==> src/rtl/apb_irq_event_ctrl.sv <==
// rtl/apb_irq_event_ctrl.sv - APB interrupt/event controller with sleep FSM and core clock gating
// Optional macro EVENT_INPUT_SYNC_EN: adds a 2-flop synchroniser on every irq_i bit.
module apb_irq_event_ctrl #(
  parameter int APB_ADDR_WIDTH = 12,
  parameter int NUM_SRC        = 32,
  parameter int WAKE_DELAY     = 4
) (
  input  logic                      clk_i,
  input  logic                      HRESETn,
  input  logic [APB_ADDR_WIDTH-1:0] PADDR,
  input  logic [31:0]               PWDATA,
  input  logic                      PWRITE,
  input  logic                      PSEL,
  input  logic                      PENABLE,
  output logic [31:0]               PRDATA,
  output logic                      PREADY,
  output logic                      PSLVERR,
  input  logic [NUM_SRC-1:0]        irq_i,
  output logic [NUM_SRC-1:0]        irq_o,
  input  logic                      fetch_enable_i,
  output logic                      fetch_enable_o,
  output logic                      clk_gate_core_o,
  input  logic                      core_busy_i
);

  typedef enum logic [1:0] {
    ST_RUN       = 2'd0,
    ST_WAIT_IDLE = 2'd1,
    ST_SLEEP     = 2'd2,
    ST_WAKE      = 2'd3
  } state_t;

  localparam logic [7:0] WAKE_LOAD = 8'(WAKE_DELAY - 1);

  state_t               state_q, state_d;
  logic [7:0]           wake_cnt_q, wake_cnt_d;
  logic [NUM_SRC-1:0]   ier, ipr, edge_sel, irq_prev;
  logic [NUM_SRC-1:0]   irq_src, hw_set, ipr_next, wdata_src;
  logic [2:0]           reg_idx;
  logic                 addr_err, wr_en;
  logic                 wr_ier, wr_iset, wr_iclr, wr_edge, wr_sleep;
  logic                 fe_meta, fe_s;
  logic                 any_irq;
  logic [4:0]           id_idx;
  logic [31:0]          rdata;
  logic                 unused_bits;

  assign reg_idx   = PADDR[4:2];
  assign addr_err  = (PADDR[APB_ADDR_WIDTH-1:5] != '0);
  assign wr_en     = PSEL & PENABLE & PWRITE & ~addr_err;
  assign wdata_src = PWDATA[NUM_SRC-1:0];
  assign wr_ier    = wr_en & (reg_idx == 3'd0);
  assign wr_iset   = wr_en & (reg_idx == 3'd2);
  assign wr_iclr   = wr_en & (reg_idx == 3'd3);
  assign wr_edge   = wr_en & (reg_idx == 3'd4);
  assign wr_sleep  = wr_en & (reg_idx == 3'd6);

  assign PREADY  = 1'b1;
  assign PSLVERR = PSEL & PENABLE & addr_err;

  // Address bits [1:0] and write-data bits above NUM_SRC carry no meaning here.
  assign unused_bits = ^{PADDR[1:0], PWDATA};

`ifdef EVENT_INPUT_SYNC_EN
  logic [NUM_SRC-1:0] irq_meta, irq_sync;

  // Two-flop synchroniser for sources asynchronous to clk_i.
  always_ff @(posedge clk_i or negedge HRESETn) begin
    if (!HRESETn) begin
      irq_meta <= '0;
      irq_sync <= '0;
    end else begin
      irq_meta <= irq_i;
      irq_sync <= irq_meta;
    end
  end

  assign irq_src = irq_sync;
`else
  assign irq_src = irq_i;
`endif

  // Edge sources fire only on a 0->1 transition of the sample; level sources fire while high.
  assign hw_set   = (~edge_sel & irq_src) | (edge_sel & irq_src & ~irq_prev);
  // Hardware set and ISET both win over ICLR in the same cycle.
  assign ipr_next = (ipr & ~(wr_iclr ? wdata_src : '0)) | hw_set | (wr_iset ? wdata_src : '0);

  assign irq_o   = ipr & ier;
  assign any_irq = |irq_o;

  // Configuration, pending state and the previous-cycle input sample.
  // The sample tracks the input every cycle, so an EDGE change never sees a stale value.
  always_ff @(posedge clk_i or negedge HRESETn) begin
    if (!HRESETn) begin
      ier      <= '0;
      ipr      <= '0;
      edge_sel <= '0;
      irq_prev <= '0;
    end else begin
      ipr      <= ipr_next;
      irq_prev <= irq_src;
      if (wr_ier)  ier      <= wdata_src;
      if (wr_edge) edge_sel <= wdata_src;
    end
  end

  // Fetch-enable pad synchroniser.
  always_ff @(posedge clk_i or negedge HRESETn) begin
    if (!HRESETn) begin
      fe_meta <= 1'b0;
      fe_s    <= 1'b0;
    end else begin
      fe_meta <= fetch_enable_i;
      fe_s    <= fe_meta;
    end
  end

  // Sleep FSM state and wake counter registers.
  always_ff @(posedge clk_i or negedge HRESETn) begin
    if (!HRESETn) begin
      state_q    <= ST_RUN;
      wake_cnt_q <= '0;
    end else begin
      state_q    <= state_d;
      wake_cnt_q <= wake_cnt_d;
    end
  end

  // Sleep FSM next-state: sleep request only honoured from RUN, wake holds fetch for WAKE_DELAY cycles.
  always_comb begin
    state_d    = state_q;
    wake_cnt_d = wake_cnt_q;
    case (state_q)
      ST_RUN: begin
        if (wr_sleep && PWDATA[0]) state_d = ST_WAIT_IDLE;
      end
      ST_WAIT_IDLE: begin
        if (any_irq)           state_d = ST_RUN;
        else if (!core_busy_i) state_d = ST_SLEEP;
      end
      ST_SLEEP: begin
        if (any_irq) begin
          state_d    = ST_WAKE;
          wake_cnt_d = WAKE_LOAD;
        end
      end
      ST_WAKE: begin
        if (wake_cnt_q == 8'd0) state_d = ST_RUN;
        else                    wake_cnt_d = wake_cnt_q - 8'd1;
      end
      default: state_d = ST_RUN;
    endcase
  end

  assign clk_gate_core_o = (state_q != ST_SLEEP);
  assign fetch_enable_o  = fe_s & (state_q == ST_RUN);

  // Priority encoder: lowest pending-and-enabled index wins.
  always_comb begin
    id_idx = '0;
    for (int i = NUM_SRC - 1; i >= 0; i--) begin
      if (irq_o[i]) id_idx = 5'(i);
    end
  end

  // Combinational read mux; unmapped addresses and write-only registers read 0.
  always_comb begin
    rdata = '0;
    case (reg_idx)
      3'd0:    rdata = 32'(ier);
      3'd1:    rdata = 32'(ipr);
      3'd4:    rdata = 32'(edge_sel);
      3'd5:    rdata = {any_irq, 26'd0, id_idx};
      3'd7:    rdata = {23'd0, fetch_enable_o, 6'd0, state_q};
      default: rdata = '0;
    endcase
    if (addr_err) rdata = '0;
  end

  assign PRDATA = rdata;

endmodule

==> config.mk <==
export PLATFORM = sky130hd
export DESIGN_NAME = apb_irq_event_ctrl
export DESIGN_NICKNAME = d
export VERILOG_FILES = /design/src/rtl/apb_irq_event_ctrl.sv
export SDC_FILE = /design/constraint.sdc
export NUM_CORES = 1
export LEC_CHECK = 0
export CAP_MARGIN = 20
export CORE_MARGIN = 3
export CORE_UTILIZATION = 30
export CTS_BUF_LIST = sky130_fd_sc_hd__clkbuf_8
export DETAILED_ROUTE_END_ITERATION = 8
export GPL_TIMING_DRIVEN = 0
export PLACE_DENSITY = 0.52
export SYNTH_ARGS = -nofsm -noshare
export SYNTH_HDL_FRONTEND = slang
export SYNTH_SLANG_ARGS = --single-unit
==> constraint.sdc <==
create_clock -name clk_i -period 2.59 [get_ports clk_i]
set_input_delay 0.259 -clock clk_i [delete_from_list [all_inputs] [get_ports clk_i]]
set_output_delay 0.259 -clock clk_i [all_outputs]
set_load 0.005 [all_outputs]
==> results.md <==
- The worst hold path class is in2reg.
- The synthesized design spends more area on one cell type than any other, namely sky130_fd_sc_hd__dfrtp_1.
- Of the synthesized area, sequential elements account for 0.506.
- The cell repeated most along the worst path is sky130_fd_sc_hd__a21oi_2.
- Based on the critical path, the design can be clocked at up to roughly 370 MHz.
- The required time of the worst setup path is between 2 and 2.5 ns.
- The commonest register cell after synthesis is sky130_fd_sc_hd__dfrtp_1.
- After routing, the total negative slack on setup checks comes to -0.0950 ns.
- The layout cell share with drive strength beyond 1 is 0.224.
- The fraction of registers with async set or reset after synthesis is 1.00.
- Yosys attributes the largest share of cell area to sky130_fd_sc_hd__dfrtp_1, sky130_fd_sc_hd__mux2_2, sky130_fd_sc_hd__nor2_1, sky130_fd_sc_hd__a221o_1, sky130_fd_sc_hd__mux2i_1.
- The number of placed instances with taps included is roughly 1100.
- The signal on the critical path passes through buf_4 > a22o_4 > nor4_4 > nand3_2 > nor3_4 > a21oi_2 > a21oi_2 > nor2_1 > dlygate4sd2_1.
- Synthesis produced a netlist whose cell count is 641.
- The detailed router's first-iteration violation count is between 200 and 300.
- The routed design could run at a clock period as short as 2.68 ns.
- On the critical path the largest part of the delay comes from simple AND/OR/NAND/NOR gates.
- The final weighted congestion in routability-driven placement is 0.835.
- Of the total synthesized cell area, the portion taken by XOR and XNOR cells is 0.00759.
- Between clock sinks in the finished design, the worst skew comes to just under 0.02 ns.
- The longest clock path from root to sink contains 2 buffers.
- The run finished, with violations left.
- The I/O pin count is 151.
- Setup violations remaining at the end of the flow were counted as 2.
- The worst-case IR drop observed on VDD is approximately 0.00027 V.
- The clock reaches the later pin of the worst-skew pair after roughly 0.46 ns.
- Once routing completed, OpenROAD measured the worst setup slack at -0.0907 ns.
- Setup repair after global routing could not meet its margin everywhere.
- The total number of clock tree sinks is 140.
- The wire length per cell is around 19 microns.
- The number of buffer cells added on primary ports is roughly 150.
- The most common cell after layout, fill and taps aside is sky130_fd_sc_hd__dfrtp_1.
- The power per standard cell area is 517 nW/um^2.
- The routed via count is about 5800.
- Of the available clock period, the critical path in the final layout requires 1.04.
- The maximum level of the CTS H-tree is 4.
- The post-detailed-route via-to-cell ratio is 5.14.
- The clock tree from TritonCTS is yes.
- The signed area change from the synthesized netlist to the final layout is 39.4%.
- For this run, the number of Yosys warnings is 0.
- The final reports fail on negative setup slack.
- Clock-pin slew was measured on the worst setup and hold paths at ~0.090 ns.
- The worst setup path is captured at an output pin.
- The area of the core region is 22200 sq um.
- The number of nets in the synthesized netlist is between 700 and 800.
- The first global-routing pass estimated between 30000 and 40000 microns of wire.
- The launching element type of the critical path is a flop.
- The number of global-route vias before repair is approximately 6000.
- The number of different library cells in the post-synthesis netlist is 56.
- The floorplan has 54 rows.
- The post-route antenna net violation count is 0.
- The total DRC errors in the routed layout is 0.
- The post-synthesis adder-cell area fraction is 0.00362.
- After detailed routing, the total wire length is around 22000 microns.
- The effective utilization at floorplan is 0.311.
- At the end of the flow the core is filled with cells to 0.434.
- The global-route total usage across every layer is 0.177.
- The initial antenna violation count is 1.
- Counting flops with a built-in enable in the synthesized netlist gives 0.
- In this run the clock root is driven by a sky130_fd_sc_hd__clkbuf_8.
- The max-slew violation total from the final report is 0.
- From bottom edge to top edge, the die measures between 150 and 200 microns.
- In this run the static leakage power is between 0.004 and 0.005 uW.
- The mapped netlist covers between 6000 and 7000 sq um.
- The total overflow left after global routing is 0.
- The die width is around 160 microns.
- The largest stage delay on the critical path is roughly 0.4 ns.
- The number of synthesized register bits is 140.
- The top cell types in the final layout, fill and taps aside, are sky130_fd_sc_hd__dfrtp_1, sky130_fd_sc_hd__clkdlybuf4s50_1, sky130_fd_sc_hd__nor2_1.
- The final hold violation count is 0.
- The worst max-slew margin expressed relative to the limit is 0.474.
- The number of nets in the layout is roughly 910.
- The slowest stage of the critical path is the sky130_fd_sc_hd__dfrtp_1 cell.
- Of the post-synthesis cell area, the dominant cell type holds 0.506.
- The arrival time at the worst endpoint is approximately 2.4 ns.
- The estimated wirelength of the detail-placed design is roughly 15000 microns.
- Of the total synthesized cell area, the portion taken by AND, OR, NAND and NOR gates is 0.133.
- The startpoint-to-endpoint class of the critical path is reg2out.
- The first detailed-routing pass ran for 5 iterations.
- The mean cell area of the mapped netlist is between 10 and 15 sq um.
- Measured against the total synthesized area, the mux share comes to 0.156.
- Summing all placed instances gives a cell area of slightly below 9000 sq um.
- The finished layout cell area is 9650 sq um.
- For the pin with the worst max-slew slack, the measured transition is around 0.79 ns.
- OpenSTA, run right after detailed placement, puts the worst setup slack at -0.655 ns.
- The die footprint is 24900 sq um.
- Counting both buffers and inverters, the worst setup path holds a total of 2.
- The dominant combinational cell family by area after synthesis is compound AO/OA/AOI/OAI gates.
- The highest fanout seen on the critical path is 3.
- The share of the synthesized area in compound gates (AO/OA/AOI/OAI) was 0.159.
- The largest net degree at the start of global routing is a little under 90.
- For this run, the number of standard cells in the final layout without fillers is 1122.
- The number of clock buffers inserted by TritonCTS is 17.
- The number of violations of the max-capacitance limit is 0.
[layer usage]
metal / share of wire / GRT usage / wire length, microns
met5: 0 / 0 / 0
met4: 0.021 / 0.0624 / 464
met3: 0.053 / 0.0473 / 1150
met2: 0.47 / 0.276 / 10200
met1: 0.46 / 0.239 / 9960
[worst paths after layout]
| kind | startpoint | to | slack [ns] | cells after the start |
|---|---|---|---|---|
| worst max-delay path | ipr[14] | PRDATA[31] | -0.09 | 9 |
| worst min-delay path | fetch_enable_i | fe_meta | 0.24 | 1 |
| worst max register to register | ipr[14] | wake_cnt_q[1] | 0.42 | 10 |
| worst min register to register | fe_meta | fe_s | 0.36 | 0 |
| max in group asynchronous | HRESETn | state_q[0] | 1.46 | 3 |
| min in group asynchronous | HRESETn | irq_prev[14] | 0.32 | 2 |
[sequential cells by signal, summed over array words and instances (netlist names), named ones only]
| register | cells |
|---|---|
| state_q | 1 |
| fe_meta | 1 |
| irq_prev | 32 |
| wake_cnt_q | 8 |
| ipr | 32 |
| fe_s | 1 |
| edge_sel | 32 |
| ier | 32 |
[Yosys cell counts, types with 4 or more instances]
cell,n
sky130_fd_sc_hd__buf_2,4
sky130_fd_sc_hd__buf_6,6
sky130_fd_sc_hd__nand3_1,4
sky130_fd_sc_hd__mux2_4,10
sky130_fd_sc_hd__a22o_1,14
sky130_fd_sc_hd__nand2_1,54
sky130_fd_sc_hd__mux2_2,52
sky130_fd_sc_hd__xnor2_1,4
sky130_fd_sc_hd__inv_1,18
sky130_fd_sc_hd__nor2_1,87
sky130_fd_sc_hd__mux2i_1,32
sky130_fd_sc_hd__a21oi_1,44
sky130_fd_sc_hd__clkbuf_1,16
sky130_fd_sc_hd__a221o_1,32
sky130_fd_sc_hd__nor3_1,10
sky130_fd_sc_hd__dfrtp_1,140
sky130_fd_sc_hd__and2_1,21
sky130_fd_sc_hd__a21boi_0,33
[power by group]
part / switching, uW / leakage (uW) / internal, uW / total (uW)
logic: 345 / 0.00229 / 345 / 690
registers: 82.6 / 0.00169 / 2290 / 2370
clock network: 957 / 0.000202 / 968 / 1930
total: 1390 / 0.00418 / 3600 / 4990
[cell type report]
| type | count | area [sq um] |
|---|---|---|
| Antenna cell | 1 | 2.50 |
| Buffer | 29 | 214 |
| Clock buffer | 17 | 234 |
| Clock inverter | 15 | 190 |
| Fill cell | 2130 | 12600 |
| Inverter | 18 | 67.6 |
| Multi-Input combinational cell | 453 | 3430 |
| Sequential cell | 140 | 3500 |
| Tap cell | 280 | 350 |
| Timing Repair Buffer | 169 | 1650 |
[cells by family (layout without fill, tap and decap cells)]
family,count (synthesis),count (layout)
buf+inv,48,248
simple gates,200,200
compound gates,148,148
other cells,1,2
fa+ha+maj,2,2
mux,96,96
flops,140,140
xor+xnor,6,6
[timing repair]
action	CTS	global route
pin swaps	28	19
hold buffers	1	0
setup buffers	14	8
resized for setup	72	34
endpoints found under the setup margin	32	32
endpoints found under the hold margin	54	0
[stage by stage]
step | hold slack (ns) | total power, uW
after floorplan | -0.0366 | 2730
after global placement | 0.336 | 3050
after detailed placement | 0.259 | 3080
after CTS | 0.218 | 5030
after global routing | 0.203 | 5230
final | 0.236 | 4990
(Power assumes the default switching activity.)
